File: src/rtl/ras_ckpt_stack.sv
// Return address stack for the fetch predictor: circular storage of return PCs,
// same-cycle push+pop (replace top), checkpoint restore of {index, count}, and
// one-cycle overflow/underflow event pulses.
module ras_ckpt_stack #(
  parameter int unsigned RAS_ENTRIES     = 16,
  parameter int unsigned LOG_RAS_ENTRIES = $clog2(RAS_ENTRIES),
  parameter int unsigned PC_WIDTH        = 38
) (
  input  logic                       CLK,
  input  logic                       RST,
  input  logic                       push_valid,
  input  logic [PC_WIDTH-1:0]        push_pc,
  input  logic                       pop_valid,
  input  logic                       restore_valid,
  input  logic [LOG_RAS_ENTRIES-1:0] restore_index,
  input  logic [LOG_RAS_ENTRIES:0]   restore_count,
  output logic [PC_WIDTH-1:0]        ret_pc,
  output logic                       ret_valid,
  output logic [LOG_RAS_ENTRIES-1:0] ras_index,
  output logic [LOG_RAS_ENTRIES:0]   ras_count,
  output logic                       overflow,
  output logic                       underflow
);

  localparam int unsigned CntW = LOG_RAS_ENTRIES + 1;
  localparam logic [CntW-1:0] CntFull = CntW'(RAS_ENTRIES);
  localparam logic [LOG_RAS_ENTRIES-1:0] IdxOne = LOG_RAS_ENTRIES'(1);
  localparam logic [CntW-1:0] CntOne = CntW'(1);

  logic [PC_WIDTH-1:0]        mem_q [RAS_ENTRIES];
  logic [LOG_RAS_ENTRIES-1:0] index_q, index_d;
  logic [CntW-1:0]            count_q, count_d;
  logic                       overflow_q, overflow_d;
  logic                       underflow_q, underflow_d;

  logic                       wr_en;
  logic [LOG_RAS_ENTRIES-1:0] wr_addr;
  logic [PC_WIDTH-1:0]        wr_data;

  // Next-state decode: restore beats push/pop; push+pop on a non-empty stack replaces top.
  always_comb begin
    index_d     = index_q;
    count_d     = count_q;
    overflow_d  = 1'b0;
    underflow_d = 1'b0;
    wr_en       = 1'b0;
    wr_addr     = index_q;
    wr_data     = push_pc;
    if (restore_valid) begin
      index_d = restore_index;
      count_d = (restore_count > CntFull) ? CntFull : restore_count;
    end else if (push_valid && pop_valid && (count_q != '0)) begin
      wr_en   = 1'b1;
      wr_addr = index_q;
    end else if (push_valid) begin
      // Also covers push+pop on an empty stack: plain push, no underflow.
      wr_en   = 1'b1;
      wr_addr = index_q + IdxOne;
      index_d = index_q + IdxOne;
      if (count_q < CntFull) begin
        count_d = count_q + CntOne;
      end else begin
        overflow_d = 1'b1;
      end
    end else if (pop_valid) begin
      if (count_q != '0) begin
        index_d = index_q - IdxOne;
        count_d = count_q - CntOne;
      end else begin
        underflow_d = 1'b1;
      end
    end
  end

  // State and storage update with synchronous reset.
  always_ff @(posedge CLK) begin
    if (RST) begin
      for (int i = 0; i < RAS_ENTRIES; i++) begin
        mem_q[i] <= '0;
      end
      index_q     <= '0;
      count_q     <= '0;
      overflow_q  <= 1'b0;
      underflow_q <= 1'b0;
    end else begin
      if (wr_en) begin
        mem_q[wr_addr] <= wr_data;
      end
      index_q     <= index_d;
      count_q     <= count_d;
      overflow_q  <= overflow_d;
      underflow_q <= underflow_d;
    end
  end

  // Outputs are a pure read of registered state; ret_pc may be stale when empty.
  always_comb begin
    ret_pc    = mem_q[index_q];
    ret_valid = (count_q != '0);
    ras_index = index_q;
    ras_count = count_q;
    overflow  = overflow_q;
    underflow = underflow_q;
  end

endmodule

File: config.mk
export PLATFORM = sky130hd
export DESIGN_NAME = ras_ckpt_stack
export DESIGN_NICKNAME = d
export VERILOG_FILES = /design/src/rtl/ras_ckpt_stack.sv
export SDC_FILE = /design/constraint.sdc
export NUM_CORES = 1
export LEC_CHECK = 0
export ABC_CLOCK_PERIOD_IN_PS = 13050
export CELL_PAD_IN_SITES_DETAIL_PLACEMENT = 0
export CELL_PAD_IN_SITES_GLOBAL_PLACEMENT = 1
export CORE_MARGIN = 2
export CORE_UTILIZATION = 35
export DETAILED_ROUTE_END_ITERATION = 6
export HOLD_SLACK_MARGIN = 0.03
export PLACE_DENSITY = 0.66
export SLEW_MARGIN = 20
export SYNTH_ARGS = -nofsm -noshare
export SYNTH_HDL_FRONTEND = slang
export SYNTH_SLANG_ARGS = --single-unit
File: constraint.sdc
create_clock -name CLK -period 13.05 [get_ports CLK]
set_input_delay 3.2625 -clock CLK [delete_from_list [all_inputs] [get_ports CLK]]
set_output_delay 3.2625 -clock CLK [all_outputs]
set_load 0.03 [all_outputs]
==> impl_summary.md, run 1 <==
Worst hold path
The instance count along the most critical hold path is 2. The path class of the tightest hold or removal check is flip-flop to flip-flop. The hold-critical path endpoint is ras_count[1]$_SDFFE_PP0P_. The start point of the worst hold path is ras_count[1]$_SDFFE_PP0P_.

Setup path
The arrival time of data at the critical path endpoint is 4.85 ns. The slowest stage of the critical path is the dfxtp_4 cell. The launch instance of the worst register-to-register path is ras_count[0]$_SDFFE_PP0P_. The category of the worst setup path launch point is a flip-flop. The largest single stage delay on the critical path is 0.91 ns.

Walking the worst path, the cells encountered are buf_4 -> buf_4 -> mux4_2 -> mux4_2 -> clkdlybuf4s50_1. The critical path capture point type is an output pin. The cell depth of the worst flop-to-flop path is 7. In this run the critical register-to-register path is captured at mem_q[11][31]$_SDFFCE_PN0P_. At the worst endpoint, the required time is 9.79 ns. The flop-to-flop setup slack is 7.85 ns. The critical path in this run is classified as flip-flop to output pin.

The largest driver fanout on the critical path is 41.

Detailed routing
The number of iterations in the first detailed-routing pass is 5. Summed over all layers, the routed wires come to 80.2 mm. For this run, design rule violations remaining after detail routing come to 0. The detail-routed net length per standard cell is 26.3 um. The count of nets left with antenna violations after detail routing is 0.

The via count normalized by instance count is 6.00. The number of violations reported at the end of detailed-routing iteration 0 is 1535. The final route contains 18300 vias.

Place
After legalization and detailed placement, the total HPWL measured 42.3 mm. During placement, the flow inserted port buffers numbering 101. At the placement stage, the worst setup path has a slack of 4.55 ns. The final RePlAce weighted congestion is 0.755. The placed instances occupy a cell area of 31700 um^2.

Synth
The number of synthesized register bits is 623. The count of flip-flops with a built-in enable after synthesis is 608. The count of synthesis-stage warnings from yosys is 0. By area the synthesized netlist is led by edfxtp_1, a211oi_1, mux4_2, clkbuf_1, buf_2.

In the synthesized netlist the dominant register cell turns out to be edfxtp_1. For this run, the register share of the synthesized area comes to 62.2%. The biggest area contributor in the post-synthesis netlist is edfxtp_1. The fraction of post-synthesis cell area in the top cell type by area is 61.2%. Each instance of the synthesized netlist takes up on average 15.5 um^2. Synthesis handed over a netlist of 1920 instances. The synthesized cell area is 29800 um^2. The net count after synthesis is 1978. Yosys mapped the design onto 55 distinct sky130hd cell types.

The async set-reset flop share out of synthesis is 0%.

Timing
The final critical-path share of the clock period is 62.2%. Setup slack on the critical path of the routed design comes to 4.94 ns. The final clock skew is 0.0285 ns.

The tightest slew margin relative to the limit is 25.2%. The hold violation total from the final report is 0. The achievable frequency is 123 MHz. The setup total negative slack is 0 ns. The shortest period the worst path allows is 8.11 ns. Setup repair after global routing left no endpoint under its margin.

At the pin with the least slew margin, the transition time is 1.12 ns. Setup violations remaining at the end of the flow were counted as 0. The number of pins with negative max-slew slack in the final report came to 0.

Die
The core region is 84900 um^2. In this run the count of I/O pins placed on the die edge is 102. The initial core utilization is 35.2%. In this run the vertical extent of the chip is 296 um. The die covers 87600 um^2.

The number of rows created at floorplan is 107. The die is 296 um wide.

CTS
The total of cells resized after clock tree synthesis is 0. Clock latency on the worst-skew pair, taken at its later pin, is 0.61 ns. Clock tree synthesis selected as its root buffer the cell clkbuf_16. In this run the deepest clock path goes through 3 buffers.

The number of buffers created by CTS is 70. The number of buffers added to fix hold violations after cts is 0. After clock tree synthesis, the clock-pin slew on the worst setup and hold paths is 0.06 ns. TritonCTS built the clock tree. The number of buffers inserted to repair setup after CTS is 0. The number of sinks driven by the clock tree is 623. The level count of the clock H-tree is 3.

Cells and area
The layout-stage area growth over the synthesis result is 13.6%. The number of antenna diodes in the final layout is 0. The cell area after layout is 33900 um^2. The share of final-layout standard cells stronger than drive strength 1 is 19.3%. The final core area utilization is 39.9%. The final layout net count is 1907.

Global route
The number of antenna violations at the first check in global routing is 0. The residual overflow from global routing is 0. The largest net degree at the start of global routing is 157. The first global-routing pass estimated 121 mm of wire.

The met2 routing resource usage after global routing is 31.2%. Global routing used 24.7% of the available met1 tracks. The total routing usage reported by global routing is 18.4%. The busiest metal layer after global routing is met2. In the global route stage, met3 resource usage came out at 2.93%. The via count of the first global-routing pass is 18700.

Flow run
The count of max-cap constraint violations is 0.

Power and ir drop
The leakage power figure is 0.00990 uW. Dividing total power by cell area gives a power density of 148 nW/um^2. The total design power is 5030 uW.

The worst-case IR drop observed on VDD is 0.0817 mV.

Status
The flow ran to the end, and the final reports show no timing, DRC or antenna violations.
-- cells in the mapped netlist, types with 3 or more instances --
master / instances
nor3_1: 15
nand3_1: 5
o21ai_0: 7
mux4_2: 190
and3_1: 3
clkbuf_1: 193
inv_1: 49
dfxtp_1: 15
a211oi_1: 609
ha_1: 5
a22oi_1: 18
buf_1: 40
nor3b_1: 3
a21oi_1: 14
o211ai_1: 3
nand2_1: 10
edfxtp_1: 608
nor4_1: 6
nor2_1: 13
mux2i_1: 7
buf_2: 63
-- placed cells by master, fill, tap and decap left out, types with 14 or more instances in the layout --
master and instances:
a22oi_2 16, edfxtp_1 608, clkbuf_1 17, nor3_1 15
inv_1 49, clkinv_1 22, mux4_2 190, clkdlybuf4s50_1 101
clkbuf_16 74, buf_4 48, a21oi_1 14, a211oi_1 609
-- area by class of cell --
| cell class | instances | area [um^2] |
|---|---|---|
| Fill cell | 7807 | 51000 |
| Sequential cell | 623 | 18600 |
| Multi-Input combinational cell | 951 | 10100 |
| Clock buffer | 91 | 1920 |
| Timing Repair Buffer | 153 | 1440 |
| Tap cell | 1144 | 1430 |
| Clock inverter | 34 | 240 |
| Inverter | 50 | 188 |
-- per-stage QoR --
stage / hold slack, ns / std cells
2_1_floorplan: 0.676 / 1920
3_3_place_gp: 0.588 / 2920
3_5_place_dp: 0.598 / 2920
4_1_cts: 0.606 / 3045
5_1_grt: 0.624 / 3046
6_report: 0.605 / 3046
-- sequential cells by signal, summed over array words and instances, names as in the netlist, named ones only --
register	count
mem_q	608
overflow	1
ras_count	5
ras_index	4
underflow	1
-- worst max path at each step --
stage                     slack (ns)                           to  startpoint
after global routing            4.51                   ret_pc[35]   flip-flop
after CTS                       4.72                   ret_pc[30]   flip-flop
after global placement          4.69  mem_q[11][23]$_SDFFCE_PN0P_  push_valid
final                           4.94                   ret_pc[35]   flip-flop
after floorplan                 5.85   mem_q[12][0]$_SDFFCE_PN0P_  push_valid
after detailed placement        4.55  mem_q[15][21]$_SDFFCE_PN0P_  push_valid
-- per-layer routing --
layer,routed length [um],share of wire (%),vias up
met3,3710,4.6,111
met5,0,0,-
met2,40400,50,474
met1,34400,43,9655
met4,1740,2.2,0
li1,-,-,8043
-- power breakdown --
| group | switching [uW] | internal [uW] | leakage, uW |
|---|---|---|---|
| Clock | 801 | 1090 | 0.00105 |
| Combinational | 477 | 292 | 0.00260 |
| Sequential | 57.5 | 2310 | 0.00625 |
| Total | 1340 | 3700 | 0.00990 |
-- kinds of logic after synthesis --
kind of cell | after synthesis | synth area share [%]
and+or+nand+nor | 72 | 1.34
muxes | 199 | 14.7
buffers and inverters | 346 | 4.62
adders and majority gates | 6 | 0.277
DFF | 623 | 62.2
xor gates and xnor gates | 1 | 0.0294
AOI/OAI and AO/OA | 673 | 16.9
-- critical path: cells and delay by family, from the launching register on --
kind | cells | cell delay [ns]
muxes | 2 | 1.15
buffers and inverters | 3 | 2.14
DFF | 1 | 0.91
Note: power is estimated with default switching activity, not from simulation.
==> inputs of run 2 (changes only) <==
--- a/config.mk
+++ b/config.mk
@@ -5,14 +5,14 @@
 export SDC_FILE = /design/constraint.sdc
 export NUM_CORES = 1
 export LEC_CHECK = 0
-export ABC_CLOCK_PERIOD_IN_PS = 13050
+export ABC_CLOCK_PERIOD_IN_PS = 7070
 export CELL_PAD_IN_SITES_DETAIL_PLACEMENT = 0
 export CELL_PAD_IN_SITES_GLOBAL_PLACEMENT = 1
 export CORE_MARGIN = 2
 export CORE_UTILIZATION = 35
 export DETAILED_ROUTE_END_ITERATION = 6
 export HOLD_SLACK_MARGIN = 0.03
-export PLACE_DENSITY = 0.66
+export PLACE_DENSITY = 0.68
 export SLEW_MARGIN = 20
 export SYNTH_ARGS = -nofsm -noshare
 export SYNTH_HDL_FRONTEND = slang
==> constraint.sdc (replaced) <==
create_clock -name CLK -period 7.07 [get_ports CLK]
set_input_delay 1.7675 -clock CLK [delete_from_list [all_inputs] [get_ports CLK]]
set_output_delay 1.7675 -clock CLK [all_outputs]
set_load 0.03 [all_outputs]
==> run 2 against run 1 <==
  * First-iteration DRC count grew 15%
  * Sequential power rose by 84%
  * Utilization grew 0.068 points
  * Sequential share of layout area shrank 0.093 points
  * Clock power up 79%
  * Die area unchanged
  * Via count is 2.5% higher
  * Clock skew decreased by 0.0019 ns
  * Combinational power is 89% higher
  * Register-to-register slack lost 4.7 ns
==> impl_summary.md, run 2 (synthesized netlist as in run 1, its figures left out) <==
Status
Result of the run: complete, no violations (unchanged).

Flow run
The count of max-cap constraint violations was 0 (unchanged).

CTS
The later-pin clock latency in the skew report was 0.61 ns (about the same). The number of buffers added to fix hold violations after cts is 0 (unchanged). The number of buffers on the longest clock path was 3 (unchanged). The number of buffers inserted to repair setup after CTS is 0 (unchanged).

The clock tree from TritonCTS is done (unchanged). The total of cells resized after clock tree synthesis is 0 (unchanged). The number of buffers created by CTS was 69 (was 70).

The level count of the clock H-tree was 3 (unchanged). The number of sinks driven by the clock tree is 623 (unchanged). The clock-pin slew on the worst setup and hold paths is 0.06 ns (about the same). The master cell of the clock root buffer is clkbuf_16 (unchanged).

Setup path
The arrival time of data at the critical path endpoint is 3.70 ns (was 4.85 ns). The largest driver fanout on the critical path came to 25 (was 41). The cell that appears most often on the critical path is mux4_2. The master of the slowest instance on the critical path is dfxtp_4 (unchanged). The maximum single-stage delay on the critical path was 0.70 ns (was 0.91 ns). The critical path data required time came to 5.30 ns (was 9.79 ns).

The flop-to-flop setup slack is 3.15 ns (was 7.85 ns). The critical path capture point type is an output pin (unchanged). The category of the worst setup path launch point is a flip-flop (unchanged). Series of cell instances along the critical path: buf_4 -> mux4_2 -> mux4_2 -> clkdlybuf4s50_1 (was buf_4 -> buf_4 -> mux4_2 -> mux4_2 -> clkdlybuf4s50_1).

The critical path start-end classification is flip-flop to output pin (unchanged).

Timing
The number of pins with negative max-slew slack in the final report came to 0 (unchanged). Static timing analysis puts the maximum clock frequency at 183 MHz. The tightest slew margin relative to the limit is 21.6% (was 25.2%). The final clock skew is 0.0266 ns (was 0.0285 ns).

The setup total negative slack came to 0 ns (unchanged). Unrepaired setup endpoints after global routing: false (unchanged). The post-route worst setup slack is 1.61 ns (was 4.94 ns). The transition time at the pin with the least slew margin was 1.18 ns (was 1.12 ns). The hold violation total from the final report came to 0 (unchanged). The number of setup violations in the final report is 0 (unchanged). After layout, the worst path uses 77.3% of the clock period. The shortest period the worst path allows is 5.46 ns.

Place
The detailed placer's ending HPWL is 41.7 mm (was 42.3 mm). The number of buffer cells added on primary ports is 101 (unchanged). The setup slack at placement was 1.27 ns (was 4.55 ns).

The final RePlAce weighted congestion is 0.771 (was 0.755).

Global route
The largest net degree at the start of global routing is 157 (unchanged). The residual overflow from global routing came to 0 (unchanged). The total routing usage reported by global routing is 19.0% (was 18.4%). The via count of the first global-routing pass is 19100 (was 18700). The wire length of the first global-routing pass is 123 mm (was 121 mm). The number of antenna violations at the first check in global routing is 0 (unchanged).

Cells and area
The most common cell after layout, fill and taps aside is a211oi_1 (unchanged). The final layout net count is 1913 (was 1907). The area occupied by registers is 18600 um^2 (unchanged). Commonest cells after routing, fill and taps aside: a211oi_1, edfxtp_1, mux4_2 (unchanged). The combined area of the multi-input logic cells came to 10100 um^2 (unchanged). The final antenna diode count is 0 (unchanged). The largest register by flop count is mem_q (unchanged).

The share of final-layout standard cells stronger than drive strength 1 was 19.7% (was 19.3%). The flip-flop count of the largest register after layout is 608 (unchanged). The fill cell total of the finished layout is 7739 (was 7807).

The layout-stage area growth over the synthesis result is 13.8% (was 13.6%).

Detailed routing
The via count normalized by instance count came to 6.15 (was 6.00). The number of iterations in the first detailed-routing pass is 5 (unchanged). The DRC violations left came to 0 (unchanged).

The overall via count from detail_route was 18700 (was 18300). The count of nets left with antenna violations after detail routing came to 0 (unchanged). The number of violations reported at the end of detailed-routing iteration 0 is 1766 (was 1535).

The detail-routed net length per standard cell is 27.3 um (was 26.3 um). The total wire length after detailed routing came to 83.2 mm (was 80.2 mm).

Die
The die extent in y came to 296 um (unchanged). The horizontal die dimension came to 296 um (unchanged). The number of rows created at floorplan is 107 (unchanged).

The die area is 87600 um^2 (unchanged). The total I/O pin count came to 102 (unchanged). The core region area is 84900 um^2 (unchanged). The initial core utilization is 35.2% (unchanged).

Power and ir drop
The leakage power figure is 0.00993 uW (was 0.00990 uW). The ratio of total power to cell area came to 271 nW/um^2 (was 148 nW/um^2). The largest vdd supply drop is 0.166 mV (was 0.0817 mV).

Worst hold path
The kind of path behind the tightest hold check is flip-flop to flip-flop (unchanged).
## run 2: cell types whose count changed in the layout (fill, tap and decap cells not counted), sizes merged
cell / change
buf: +7
bufinv: -1
clkbuf: +1
clkinv: -8
inv: +1
## run 2: final cells by class
cell class	count	share of cell area, %
Sequential cell	623	54.7
Multi-Input combinational cell	951	29.8
Clock buffer	92	5.53
Timing Repair Buffer	160	4.67
Tap cell	1144	4.21
Clock inverter	26	0.567
Inverter	50	0.553
## run 2: per-layer routing
layer  vias up  track usage, %  wire length, um
li1       8036               -                -
met1      9820            24.4            33000
met2       734            32.8            42400
met3       146            3.17             5780
met4         0            5.80             2080
met5         -               0                0
## run 2: per-stage QoR
| stage | util (%) | area [um^2] | instances | hold WS (ns) | total power, uW |
|---|---|---|---|---|---|
| 4_1_cts | 40.0 | 34000 | 3046 | 0.597 | 9280 |
| 3_3_place_gp | 37.5 | 31900 | 2927 | 0.578 | 5880 |
| 3_5_place_dp | 37.6 | 31900 | 2928 | 0.586 | 5920 |
| 6_report | 40.0 | 34000 | 3046 | 0.600 | 9210 |
| 2_1_floorplan | - | 29800 | 1920 | 0.676 | 5340 |
| 5_1_grt | 40.0 | 34000 | 3046 | 0.657 | 9480 |
## run 2: worst paths after layout
path	startpoint	endpoint	cells after the start
setup / recovery	flip-flop	ret_pc[0]	4
hold / removal	ras_count[2]$_SDFFE_PP0P_	ras_count[2]$_SDFFE_PP0P_	2
setup reg to reg	ras_count[0]$_SDFFE_PP0P_	mem_q[3][20]$_SDFFCE_PN0P_	5
hold reg to reg	ras_count[2]$_SDFFE_PP0P_	ras_count[2]$_SDFFE_PP0P_	2
## run 2: worst max-delay path, delay by kind of cell (launching register included)
family	cells	cell delay, ns
buf+inv	2	1.19
mux	2	1.16
flops	1	0.70
## run 2: where the power goes
part           internal (uW)  leakage (uW)  switching, uW
sequential              4270       0.00625            105
combinational            550       0.00266            904
clock                   1940       0.00101           1450
total                   6750       0.00993           2450
==> inputs of run 3 (changes only) <==
--- a/config.mk
+++ b/config.mk
@@ -5,14 +5,14 @@
 export SDC_FILE = /design/constraint.sdc
 export NUM_CORES = 1
 export LEC_CHECK = 0
-export ABC_CLOCK_PERIOD_IN_PS = 7070
+export ABC_CLOCK_PERIOD_IN_PS = 5150
 export CELL_PAD_IN_SITES_DETAIL_PLACEMENT = 0
 export CELL_PAD_IN_SITES_GLOBAL_PLACEMENT = 1
 export CORE_MARGIN = 2
 export CORE_UTILIZATION = 35
 export DETAILED_ROUTE_END_ITERATION = 6
 export HOLD_SLACK_MARGIN = 0.03
-export PLACE_DENSITY = 0.68
+export PLACE_DENSITY = 0.66
 export SLEW_MARGIN = 20
 export SYNTH_ARGS = -nofsm -noshare
 export SYNTH_HDL_FRONTEND = slang
==> constraint.sdc (replaced) <==
create_clock -name CLK -period 5.15 [get_ports CLK]
set_input_delay 1.2875 -clock CLK [delete_from_list [all_inputs] [get_ports CLK]]
set_output_delay 1.2875 -clock CLK [all_outputs]
set_load 0.03 [all_outputs]
==> run 3 against run 2 <==
  * Critical path depth stayed put
  * Die area did not move
  * Sequential share of layout area decreased by 0.77 points
  * Global-route usage up 0.10 points
  * Clock skew down 0.0072 ns
  * Count of clock-buffer cells in the layout decreased by 2
==> impl_summary.md, run 3 (synthesized netlist as in run 1, its figures left out) <==
CTS
The master cell of the clock root buffer is clkbuf_16 (unchanged). The number of buffers on the longest clock path came to 3 (unchanged). The total of cells resized after clock tree synthesis is 0 (unchanged). The clock-pin slew on the worst setup and hold paths was 0.07 ns (was 0.06 ns). The number of buffers created by CTS came to 69 (unchanged). The number of sinks driven by the clock tree is 623 (unchanged). The clock tree from TritonCTS was done (unchanged). The number of buffers added to fix hold violations after cts is 0 (unchanged).

The level count of the clock H-tree is 3 (unchanged). The number of buffers inserted to repair setup after CTS is 0 (unchanged). The later-pin clock latency in the skew report came to 0.62 ns (was 0.61 ns).

Cells and area
The final antenna diode count is 0 (unchanged). The largest register by flop count is mem_q (unchanged). The most common cell after layout, fill and taps aside is a211oi_1 (unchanged). The non-filler instance count after layout was 3073 (was 3046). The cell area after layout is 34400 um^2 (was 34000 um^2). The final layout net count was 1935 (was 1913). The fill cell total of the finished layout is 7692 (was 7739).

Commonest cells after routing, fill and taps aside: a211oi_1, edfxtp_1, mux4_2 (unchanged). The flip-flop count of the largest register after layout is 608 (unchanged). The layout-stage area growth over the synthesis result was 15.5% (was 13.8%). The share of final-layout standard cells stronger than drive strength 1 is 20.9% (was 19.7%).

Setup path
The cell depth of the worst flop-to-flop path is 7 (was 5). The launch instance of the worst register-to-register path is ras_index[0]$_SDFFE_PP0P_ (was ras_count[0]$_SDFFE_PP0P_). The critical path data required time is 3.86 ns (was 5.30 ns). The most frequent cell on the critical path is mux4_2 (unchanged). The largest delay contributor family on the critical path was multiplexers (was buffers and inverters).

The endpoint of the most critical register-to-register path is mem_q[11][10]$_SDFFCE_PN0P_ (was mem_q[3][20]$_SDFFCE_PN0P_). The largest driver fanout on the critical path is 34 (was 25). The worst path buffer plus inverter count is 2 (unchanged). The arrival time of data at the critical path endpoint is 3.50 ns (was 3.70 ns).

The master of the slowest instance on the critical path is dfxtp_4 (unchanged). The flop-to-flop setup slack is 1.37 ns (was 3.15 ns). The maximum single-stage delay on the critical path was 0.70 ns (about the same).

The critical path capture point type is an output pin (unchanged). The category of the worst setup path launch point is a flip-flop (unchanged). The critical path start-end classification is flip-flop to output pin (unchanged). Series of cell instances along the critical path: buf_12 -> mux4_2 -> mux4_2 -> clkdlybuf4s50_1 (was buf_4 -> mux4_2 -> mux4_2 -> clkdlybuf4s50_1).

Worst hold path
The hold-critical path endpoint is ras_count[2]$_SDFFE_PP0P_ (unchanged). The instance count along the most critical hold path is 2 (unchanged). The kind of path behind the tightest hold check was flip-flop to flip-flop (unchanged).

The start point of the worst hold path is ras_count[2]$_SDFFE_PP0P_ (unchanged).

Detailed routing
The count of nets left with antenna violations after detail routing was 0 (unchanged). The number of iterations in the first detailed-routing pass is 5 (unchanged). The total wire length after detailed routing is 82.6 mm (was 83.2 mm). The overall via count from detail_route is 18500 (was 18700).

The via count normalized by instance count was 6.03 (was 6.15). The number of violations reported at the end of detailed-routing iteration 0 is 1790 (was 1766). The DRC violations left is 0 (unchanged). The detail-routed net length per standard cell is 26.9 um (was 27.3 um).

Place
The number of placed instances with taps included is 2950 (was 2928). The setup slack at placement is 0.314 ns (was 1.27 ns). The final RePlAce weighted congestion is 0.766 (was 0.771). The instance area at placement is 32300 um^2 (was 31900 um^2).

The number of buffer cells added on primary ports is 101 (unchanged). The detailed placer's ending HPWL is 44.4 mm (was 41.7 mm).

Die
The number of rows created at floorplan came to 107 (unchanged). The initial core utilization is 35.2% (unchanged). The horizontal die dimension is 296 um (unchanged). The die area came to 87600 um^2 (unchanged). The die extent in y is 296 um (unchanged). The core region area is 84900 um^2 (unchanged).

The total I/O pin count was 102 (unchanged).

Timing
The number of pins with negative max-slew slack in the final report is 0 (unchanged). The setup total negative slack was 0 ns (unchanged). Static timing analysis puts the maximum clock frequency at 209 MHz.

The post-route worst setup slack is 0.362 ns (was 1.61 ns). The tightest slew margin relative to the limit is 24.5% (was 21.6%). The hold violation total from the final report is 0 (unchanged).

The number of setup violations in the final report is 0 (unchanged). The final clock skew is 0.0193 ns (was 0.0266 ns). The final critical path takes up 93.0% of the cycle. Unrepaired setup endpoints after global routing: false (unchanged). The transition time at the pin with the least slew margin is 1.11 ns (was 1.18 ns).

Counting I/O delays and the setup requirement, the final critical path takes 4.79 ns. The worst slack on hold paths came to 0.613 ns (was 0.600 ns).

Power and ir drop
The largest vdd supply drop is 0.219 mV (was 0.166 mV). The leakage power figure is 0.0101 uW (was 0.00993 uW). The ratio of total power to cell area is 373 nW/um^2 (was 271 nW/um^2).

Flow run
The count of max-cap constraint violations is 0 (unchanged).

Global route
The total routing usage reported by global routing came to 19.1% (was 19.0%). The number of antenna violations at the first check in global routing is 0 (unchanged). The residual overflow from global routing is 0 (unchanged). The wire length of the first global-routing pass is 125 mm (was 123 mm). The via count of the first global-routing pass is 19000 (was 19100). The largest net degree at the start of global routing came to 153 (was 157).

Status
Result of the run: complete, no violations (unchanged).
[run 3: cell types whose count changed in the layout (fill, tap and decap cells not counted), moves of 2 or more]
cell,delta
buf_12,+20
clkinvlp_4,+3
clkbuf_1,-2
buf_4,+2
bufinv_16,+2
[run 3: how the worst max path moves through the flow]
stage	to	from	cells past startpoint	slack, ns
CTS	ret_pc[27]	flip-flop	4	0.28
global route	ret_pc[27]	flip-flop	4	0.21
detailed placement	mem_q[15][13]$_SDFFCE_PN0P_	push_valid	7	0.31
global placement	mem_q[15][13]$_SDFFCE_PN0P_	push_valid	7	0.35
finish	ret_pc[27]	flip-flop	4	0.36
floorplan	mem_q[12][0]$_SDFFCE_PN0P_	push_valid	7	-0.08
[run 3: worst register-to-register path: stages (launching register included)]
cell	delay [ns]
dfxtp_1	0.62
inv_1	0.19
ha_1	0.42
nor3b_1	0.20
mux2i_4	0.88
buf_4	0.51
buf_4	0.55
a211oi_1	0.14
[run 3: metal layers]
metal  vias up  wire (um)  GRT usage (%)
li1       8090          -              -
met1      9688      34600           25.5
met2       634      41300           32.2
met3       123       4810           3.13
met4         0       1880           5.16
met5         -          0              0
[run 3: power by group]
part	leakage [uW]	switching [uW]	internal [uW]	total, uW
combinational	0.00285	1240	806	2050
sequential	0.00625	139	5860	6000
clock	0.00104	2040	2770	4810
[run 3: area by class of cell]
| class | instances | area (um^2) | area share (%) |
|---|---|---|---|
| clock buffer | 90 | 1870 | 5.43 |
| clock inverter | 33 | 284 | 0.825 |
| inverter | 50 | 188 | 0.545 |
| multi-input combinational | 951 | 10100 | 29.4 |
| sequential | 623 | 18600 | 53.9 |
| tap | 1144 | 1430 | 4.16 |
| timing repair buffer | 182 | 1990 | 5.76 |
[run 3: stage by stage]
stage / utilization (%) / power, uW
after floorplan: - / 7330
after global placement: 38.0 / 8150
after detailed placement: 38.0 / 8180
after CTS: 40.6 / 13000
after global routing: 40.6 / 13300
final: 40.6 / 12900
